<file path="config.mk">
export PLATFORM = sky130hd
export DESIGN_NAME = calc_op_sequencer
export DESIGN_NICKNAME = d
export VERILOG_FILES = /design/src/rtl/calc_op_sequencer.sv
export SDC_FILE = /design/constraint.sdc
export NUM_CORES = 1
export LEC_CHECK = 0
export CORE_MARGIN = 2
export CORE_UTILIZATION = 54
export DETAILED_ROUTE_END_ITERATION = 10
export PLACE_DENSITY = 0.84
export SETUP_SLACK_MARGIN = 0.1
export SLEW_MARGIN = 20
export SYNTH_ARGS = -nofsm -noshare
export SYNTH_HDL_FRONTEND = slang
export SYNTH_SLANG_ARGS = --single-unit
</file>
<file path="constraint.sdc">
create_clock -name clk -period 2.2 [get_ports clk]
set_input_delay 0.44 -clock clk [delete_from_list [all_inputs] [get_ports clk]]
set_output_delay 0.44 -clock clk [all_outputs]
set_load 0.05 [all_outputs]
</file>
<file path="src/rtl/calc_op_sequencer.sv">
// calc_op_sequencer
//   Sequencing controller for the calculator's shared arithmetic datapath.
//   One request is taken at a time. ADD, SUB and the memory ops finish in one cycle.
//   MUL is a shift-add that retires one multiplier bit per cycle.
//   DIV is a restoring divide that produces one quotient bit per cycle.
//   A result is held until the consumer accepts it.
// Ports
//   clk, rst            rising-edge clock, synchronous active-high reset
//   reqValid/reqReady   request handshake (opcode, operand1, operand2)
//   resValid/resReady   result handshake (result, error)
//   memValue            calculator memory register
//   busy                high while iterating MUL or DIV
module calc_op_sequencer #(
  parameter int OP_W = 4
) (
  input  logic              clk,
  input  logic              rst,
  input  logic              reqValid,
  output logic              reqReady,
  input  logic [2:0]        opcode,
  input  logic [OP_W-1:0]   operand1,
  input  logic [OP_W-1:0]   operand2,
  output logic              resValid,
  input  logic              resReady,
  output logic [2*OP_W-1:0] result,
  output logic              error,
  output logic [2*OP_W-1:0] memValue,
  output logic              busy
);
  localparam int RW = 2 * OP_W;
  localparam int CW = (OP_W > 1) ? $clog2(OP_W) : 1;

  typedef enum logic [1:0] {S_IDLE, S_MUL, S_DIV, S_DONE} state_t;

  localparam logic [2:0] OP_ADD = 3'b000, OP_SUB = 3'b001, OP_MUL = 3'b010,
                         OP_DIV = 3'b011, OP_MST = 3'b100, OP_MRC = 3'b101,
                         OP_MCL = 3'b110;

  state_t          state_q, state_d;
  logic [RW-1:0]   acc_q, acc_d, mcand_q, mcand_d;
  logic [OP_W-1:0] mplier_q, mplier_d;
  logic [CW-1:0]   cnt_q, cnt_d;
  // Partial remainder carries one spare bit so the trial shift never overflows.
  logic [OP_W:0]   rem_q, rem_d;
  logic [OP_W-1:0] quot_q, quot_d, dvsr_q, dvsr_d;
  logic [RW-1:0]   result_q, result_d, mem_q, mem_d, last_q, last_d;
  logic            error_q, error_d;

  logic [OP_W:0]   trial, diff;
  logic            ge;

  always_comb begin
    state_d  = state_q;
    acc_d    = acc_q;
    mcand_d  = mcand_q;
    mplier_d = mplier_q;
    cnt_d    = cnt_q;
    rem_d    = rem_q;
    quot_d   = quot_q;
    dvsr_d   = dvsr_q;
    result_d = result_q;
    error_d  = error_q;
    mem_d    = mem_q;
    last_d   = last_q;
    // Quotient register doubles as the dividend shifter: its MSB feeds the remainder.
    trial    = (rem_q << 1) | (OP_W+1)'(quot_q[OP_W-1]);
    diff     = trial - {1'b0, dvsr_q};
    ge       = (trial >= {1'b0, dvsr_q});

    case (state_q)
      S_IDLE: if (reqValid) begin
        state_d = S_DONE;
        error_d = 1'b0;
        case (opcode)
          OP_ADD: result_d = RW'(operand1) + RW'(operand2);
          OP_SUB: result_d = RW'(operand1) - RW'(operand2);
          OP_MUL: begin
            acc_d    = '0;
            mcand_d  = RW'(operand1);
            mplier_d = operand2;
            cnt_d    = CW'(OP_W - 1);
            state_d  = S_MUL;
          end
          OP_DIV: begin
            if (operand2 == '0) begin
              result_d = '0;
              error_d  = 1'b1;
            end else begin
              rem_d   = '0;
              quot_d  = operand1;
              dvsr_d  = operand2;
              cnt_d   = CW'(OP_W - 1);
              state_d = S_DIV;
            end
          end
          OP_MST: begin
            mem_d    = last_q;
            result_d = last_q;
          end
          OP_MRC: result_d = mem_q;
          OP_MCL: begin
            mem_d    = '0;
            result_d = '0;
          end
          default: begin
            result_d = '0;
            error_d  = 1'b1;
          end
        endcase
      end
      S_MUL: begin
        if (mplier_q[0]) acc_d = acc_q + mcand_q;
        mcand_d  = mcand_q << 1;
        mplier_d = mplier_q >> 1;
        cnt_d    = cnt_q - 1'b1;
        if (cnt_q == '0) begin
          state_d  = S_DONE;
          result_d = acc_d;
          error_d  = 1'b0;
        end
      end
      S_DIV: begin
        rem_d  = ge ? diff : trial;
        quot_d = {quot_q[OP_W-2:0], ge};
        cnt_d  = cnt_q - 1'b1;
        if (cnt_q == '0) begin
          state_d  = S_DONE;
          result_d = {rem_d[OP_W-1:0], quot_d};
          error_d  = 1'b0;
        end
      end
      S_DONE: if (resReady) begin
        state_d = S_IDLE;
        if (!error_q) last_d = result_q;
      end
      default: state_d = S_IDLE;
    endcase
  end

  always_ff @(posedge clk) begin
    if (rst) begin
      state_q  <= S_IDLE;
      acc_q    <= '0;
      mcand_q  <= '0;
      mplier_q <= '0;
      cnt_q    <= '0;
      rem_q    <= '0;
      quot_q   <= '0;
      dvsr_q   <= '0;
      result_q <= '0;
      error_q  <= 1'b0;
      mem_q    <= '0;
      last_q   <= '0;
    end else begin
      state_q  <= state_d;
      acc_q    <= acc_d;
      mcand_q  <= mcand_d;
      mplier_q <= mplier_d;
      cnt_q    <= cnt_d;
      rem_q    <= rem_d;
      quot_q   <= quot_d;
      dvsr_q   <= dvsr_d;
      result_q <= result_d;
      error_q  <= error_d;
      mem_q    <= mem_d;
      last_q   <= last_d;
    end
  end

  assign reqReady = (state_q == S_IDLE);
  assign resValid = (state_q == S_DONE);
  assign busy     = (state_q == S_MUL) || (state_q == S_DIV);
  assign result   = result_q;
  assign error    = error_q;
  assign memValue = mem_q;
endmodule

</file>
After elaboration in Yosys (flattened, before gate mapping)
Cells that the tools add are included.
Word-level totals
  register bits: 61
  bits of input ports: 15
  output and inout port bits: 20
  word-level logic and storage cells: 104
Cells by class
  add/sub/neg operators: 5
  order comparisons: 1
  eq/ne operators: 21
  muxes and demuxes: 41
  bitwise logic cells: 3
  reductions and logical operators: 21
Operators by type and width (number)
  2-to-1 mux 8 bit: 9
  one-hot mux 8 bit (2 select lines): 3
  one-hot mux 8 bit (6 select lines): 1
  2-to-1 mux 4 bit: 9
  one-hot mux 4 bit (2 select lines): 3
  one-hot mux 8 bit (3 select lines): 1
  AND reduction 3 bit: 5
  one-hot mux 2 bit (2 select lines): 3
  AND reduction 4 bit: 3
  2-to-1 mux 2 bit: 5
  inequality test 2 bit (second input constant): 5
  equality test 3 bit (second input constant): 3
  adder 8 bit: 1
  inequality test 2 x 1 -> 1 bit (second input constant): 4
  nonzero test 2 bit: 4
  equality test 3 x 2 -> 1 bit (second input constant): 2
  inequality test 3 bit (second input constant): 2
  one-hot mux 2 bit (3 select lines): 1
  AND reduction 6 bit: 1
  OR reduction 6 bit: 1
  adder 4 x 4 -> 5 bit: 1
  greater-or-equal comparator 5 x 4 -> 1 bit: 1
  OR 5 x 1 -> 5 bit: 1
  subtractor 4 x 4 -> 5 bit: 1
  other kinds (15): 22

Longest topological paths before layout
Gate-level depths: netlist (run 1).
  depth after elaboration: 5
  mapped depth: 9
  gate-level depth less buffers: 9

Worst setup path before layout (run 1)
Ideal clock, no wire load.
  path type: reg-to-reg
  start: register state_q[0]
  end: register quot_q[0]
  setup time: 128 ps
  data arrival time: 2046 ps
  setup slack: 26 ps
  stages on the path, launching flop included: 10
  buffers on the path: 1
  clock period less this slack: 2174 ps
  cell sequence: dfxtp_1 inv_1 ha_1 clkbuf_2 and2_1 nand4_2 a21boi_4 inv_2 mux2i_1 nor2_1
On the way
  word-level cells in the longest chain between the ends: 3
  elaborated cells on any way between the ends: 8
RTL lines
  start, declared: RTL line 39  | state_t state_q, state_d;
  start signal, assigned: RTL line 155  | state_q <= state_d;
  zero test 2 bit *
  via reqReady: RTL line 19  | output logic reqReady,
  inequality test 2 x 1 -> 1 bit (no line) (tied with other cells)
  AND reduction 4 bit (no line)
  end signal, assigned: RTL line 161  | quot_q <= quot_d;
  end, declared: RTL line 45  | logic [OP_W-1:0] quot_q, quot_d, dvsr_q, dvsr_d;
The timed path passes the listed nets; every way through them passes the cells marked *.
A chain may end at the register's enable or synchronous reset.

Worst setup path after layout (run 1)
  start: register mcand_q[2]
  end: register result_q[7], in the netlist result[7]
On the way
  word-level cells in the longest chain between the ends: 4
RTL lines
  start, declared: RTL line 40  | logic [RW-1:0] acc_q, acc_d, mcand_q, mcand_d;
  start signal, assigned: RTL line 157  | mcand_q <= mcand_d;
  adder 8 bit: RTL line 112  | if (mplier_q[0]) acc_d = acc_q + mcand_q;
  2-to-1 mux 8 bit: RTL line 112
  2-to-1 mux 8 bit: RTL line 116  | if (cnt_q == '0) begin
  one-hot mux 8 bit (3 select lines): RTL line 70  | case (state_q)
  end signal, assigned: RTL line 163  | result_q <= result_d;
  end, declared: RTL line 46  | logic [RW-1:0] result_q, result_d, mem_q, mem_d, last_q, last_d;
Every way passes these cells. The select of a mux whose other input is x is not followed.

==> results.md, run 1 <==
* Status: complete, no violations
* Clk slew on worst S/H paths at 0.06 ns
* CTS Sinks at between 60 and 70
* Cell Int Power at 2.59 mW
* Clock insertion delay at the later pin of the skew report at between 0.3 and 0.4 ns
* CTS tree: built
* Most frequent cells in the layout: dfxtp_1 (54), nor2_1 (48), buf_4 (47)
* Largest cells by area after synthesis: dfxtp_1 (32%), ha_1 (8.3%), mux2i_1 (6.9%), a21oi_1 (5.6%), nor2_1 (4.8%)
* Clock network fraction of design power at 19.2%
* Crit. End Element: flip-flop
* Main synth FF type: dfxtp_1
* Post-Syn Area at 0.00376 mm²
* Worst endpoint required time at approximately 2.5 ns
* Most common cell after layout, fill and taps aside: dfxtp_1
* Maxcap violations at 0
* Final ANT Viol Nets at 0
* Syn Area/Cell at 8.36 µm²
* Unrepaired setup endpoints after global routing: true
* Vias in the first global route at 3,434
* Unique masters post-synth at 60
* #FFs+latches synth at ~60
* Post-synth EDFFs at 0
* Area growth, synth to finish at 27.1%
* First-pass GRT wire length at 16,900 µm
* Startpoint types: flip-flop
* # rows at 30
* Sequential cell area in the final layout at around 0.0012 mm²
* Yosys top cell by area: dfxtp_1
* Total chip power at 4.58 mW
* Lkg Pwr at 1.86 nW
* Mean routed wirelength per cell at 18.0 µm
* Via count at ~3,800
* CP bufs+invs at 0
* Combinational Power Share at between 50% and 60%
* Vias/cell at 6.27
* WP data arrival at 2.40 ns
* Seq/Total Area, Yosys at 32.4%
* Share of post-route cells with drive strength above 1 at 21.0%
* Worst path top cell family by delay: compound AO/OA/AOI/OAI gates
* Area of the multi-input gates at ~0.0025 mm²
* Share of the synthesized area in the top cell type at 32.4%
* Worst-path maximum fanout at 4
* HPWL after detailed placement at 7640 µm
* Die Ht at 87.5 µm
* Die area at 0.00765 mm²
* Final Hold Fails at 0
* HP Class: reg2reg
* Mapped Nets at 494
* Delay of the slowest critical-path stage at approximately 0.35 ns
* Pre-Repair DR Iteration Count at 5
* Share of power burned in registers at 30.5%
* PwrDens at 958 mW/mm²
* Switch Pwr at 1.99 mW
* Synthesized instance count at 450
* Gpl congestion at 0.936
* Max-slew headroom at 62.1%
* Net switching fraction of the power at 43.5%
* Die Width at 87.5 µm
* Fillers at 490
* Slowest-stage cell, CP: dfxtp_2
* WHS at 0.473 ns
* Final cycle utilization of the critical path at 97.8%
* Layout Skew at 0.00574 ns
* Largest net degree at the start of global routing at 35
* Fin nets at 563
* Peak supply drop at 0.000663 V
* Min Tclk post-route at 2.15 ns
* Cts bufs inserted at 9
* Starting density of the core at a little under three fifths
* DR iter-0 viols at between 400 and 500
* Top-level I/O count at 35
* Worst-margin pin slew at 0.562 ns
* Initial antenna violation count at 0
* H-tree depth at 3
* GRT Total Usage at 28.6%
* Crit-path cells: ha_4, nand3_2, a211o_1, a211oi_2, nor4_2, o31a_1, o221a_2
* Highest clock rate at 0.465 GHz
* GRT Residual Overflow at 0
* Final Util at 70.8%
* CTS Root Cell: clkbuf_8
* WS Path Type: reg2reg
* Final-report setup violation count at 0
* Core Box Area at 0.00676 mm²
* Drt total wl at approximately 11,000 µm
* PortBufs at 34
* Slew Limit Fails at 0
* Async SR Flop Fraction at 0%
* Number of diodes at 0
* CTS Hold Buffers Added at 0
* Ys Warns at 0
* CTS max path bufs at 2
* # DRC at 0
cell families (layout without fill, tap and decap cells):
logic type | count (synthesis) | in the layout | synth area share, %
muxes | 32 | 32 | 9.01
xor gates and xnor gates | 3 | 3 | 0.698
adders and majority gates | 29 | 29 | 10.4
DFF | 61 | 61 | 32.4
AOI/OAI and AO/OA | 128 | 128 | 22.3
buffers and inverters | 53 | 126 | 5.78
and+or+nand+nor | 144 | 144 | 19.3
flip-flops by register name, indices dropped and copies added (netlist names), 4 cells and up:
name / count
last_q: 8
quot_q: 4
memValue: 8
result: 8
mplier_q: 4
acc_q: 8
mcand_q: 8
dvsr_q: 4
rem_q: 4
power groups by stage:
stage	combinational [mW]	sequential, mW	clock, mW
floorplan	1.21	1.60	0
global placement	2.06	1.40	0
detailed placement	2.11	1.41	0
CTS	2.18	1.39	0.883
global route	2.44	1.42	0.920
finish	2.30	1.40	0.881
path summary, 6_finish.rpt:
check / slack [ns] / cells past startpoint / from / end
hold reg to reg: 0.47 / 2 / memValue[5]$_SDFFE_PP0P_ / memValue[5]$_SDFFE_PP0P_
hold / removal: 0.47 / 2 / memValue[5]$_SDFFE_PP0P_ / memValue[5]$_SDFFE_PP0P_
setup / recovery: 0.05 / 7 / mcand_q[2]$_SDFFE_PP0P_ / result[7]$_SDFFE_PP0P_
setup reg to reg: 0.05 / 7 / mcand_q[2]$_SDFFE_PP0P_ / result[7]$_SDFFE_PP0P_
cell usage after synthesis (2+ instances only):
master and count:
buf_1 3, mux2_2 5, a31oi_1 4, o21a_1 5
fa_1 4, mux2i_1 26, ha_1 25, nor3_1 9
nand3_1 9, o21ai_1 2, nand2_1 36, clkbuf_1 10
nand3b_1 11, a41oi_1 2, o21ai_0 22, nor3b_1 2
xnor2_1 3, o31a_1 3, dfxtp_1 61, o22ai_1 3
and2_1 5, nor4b_1 2, nor2_1 48, nor2b_1 8
buf_2 8, a211oi_1 14, o31ai_1 2, inv_1 29
a21o_1 2, a22oi_1 11, o211ai_1 4, a21oi_1 42
nand2b_1 3
routing by layer:
layer | part of all wire, % | GRT usage [%]
met1 | 41 | 37.6
met2 | 47 | 45.7
met3 | 8.1 | 4.83
met4 | 3.9 | 13.3
met5 | 0 | 0
through the flow:
step,cells,area [µm²],setup TNS [ns],setup slack (ns)
floorplan,450,3770,0,0.183
global placement,586,4440,-4.75,-0.364
finish,603,4780,0,0.0492
CTS,602,4630,0,0.0552
detailed placement,586,4440,-5.93,-0.472
global route,603,4780,-0.00229,-0.00229
repair_timing:
action	in CTS	in global routing
setup buffers	1	1
gates cloned	0	0
setup endpoints to repair	15	11
pin swaps	0	7
resized for setup	12	26
worst reg2reg max path, stage by stage (launching register included):
cell,delay (ns)
dfxtp_2,0.35
ha_4,0.29
nand3_2,0.09
a211o_1,0.34
a211oi_2,0.34
nor4_2,0.08
o31a_1,0.34
o221a_2,0.23
final cells by class:
type | instances | area share, %
sequential | 61 | 25.7
tap | 80 | 2.09
multi-input combinational | 336 | 51.8
timing repair buffer | 81 | 14.8
clock buffer | 13 | 3.11
inverter | 30 | 2.35
clock inverter | 2 | 0.209
No activity file was read; power rests on OpenSTA's default activity.
==> run 2: changes to the inputs <==
- ABC_AREA: default -> 0
==> results of run 2 <==
The final DEF is identical to that of run 1; final timing and power are the same.
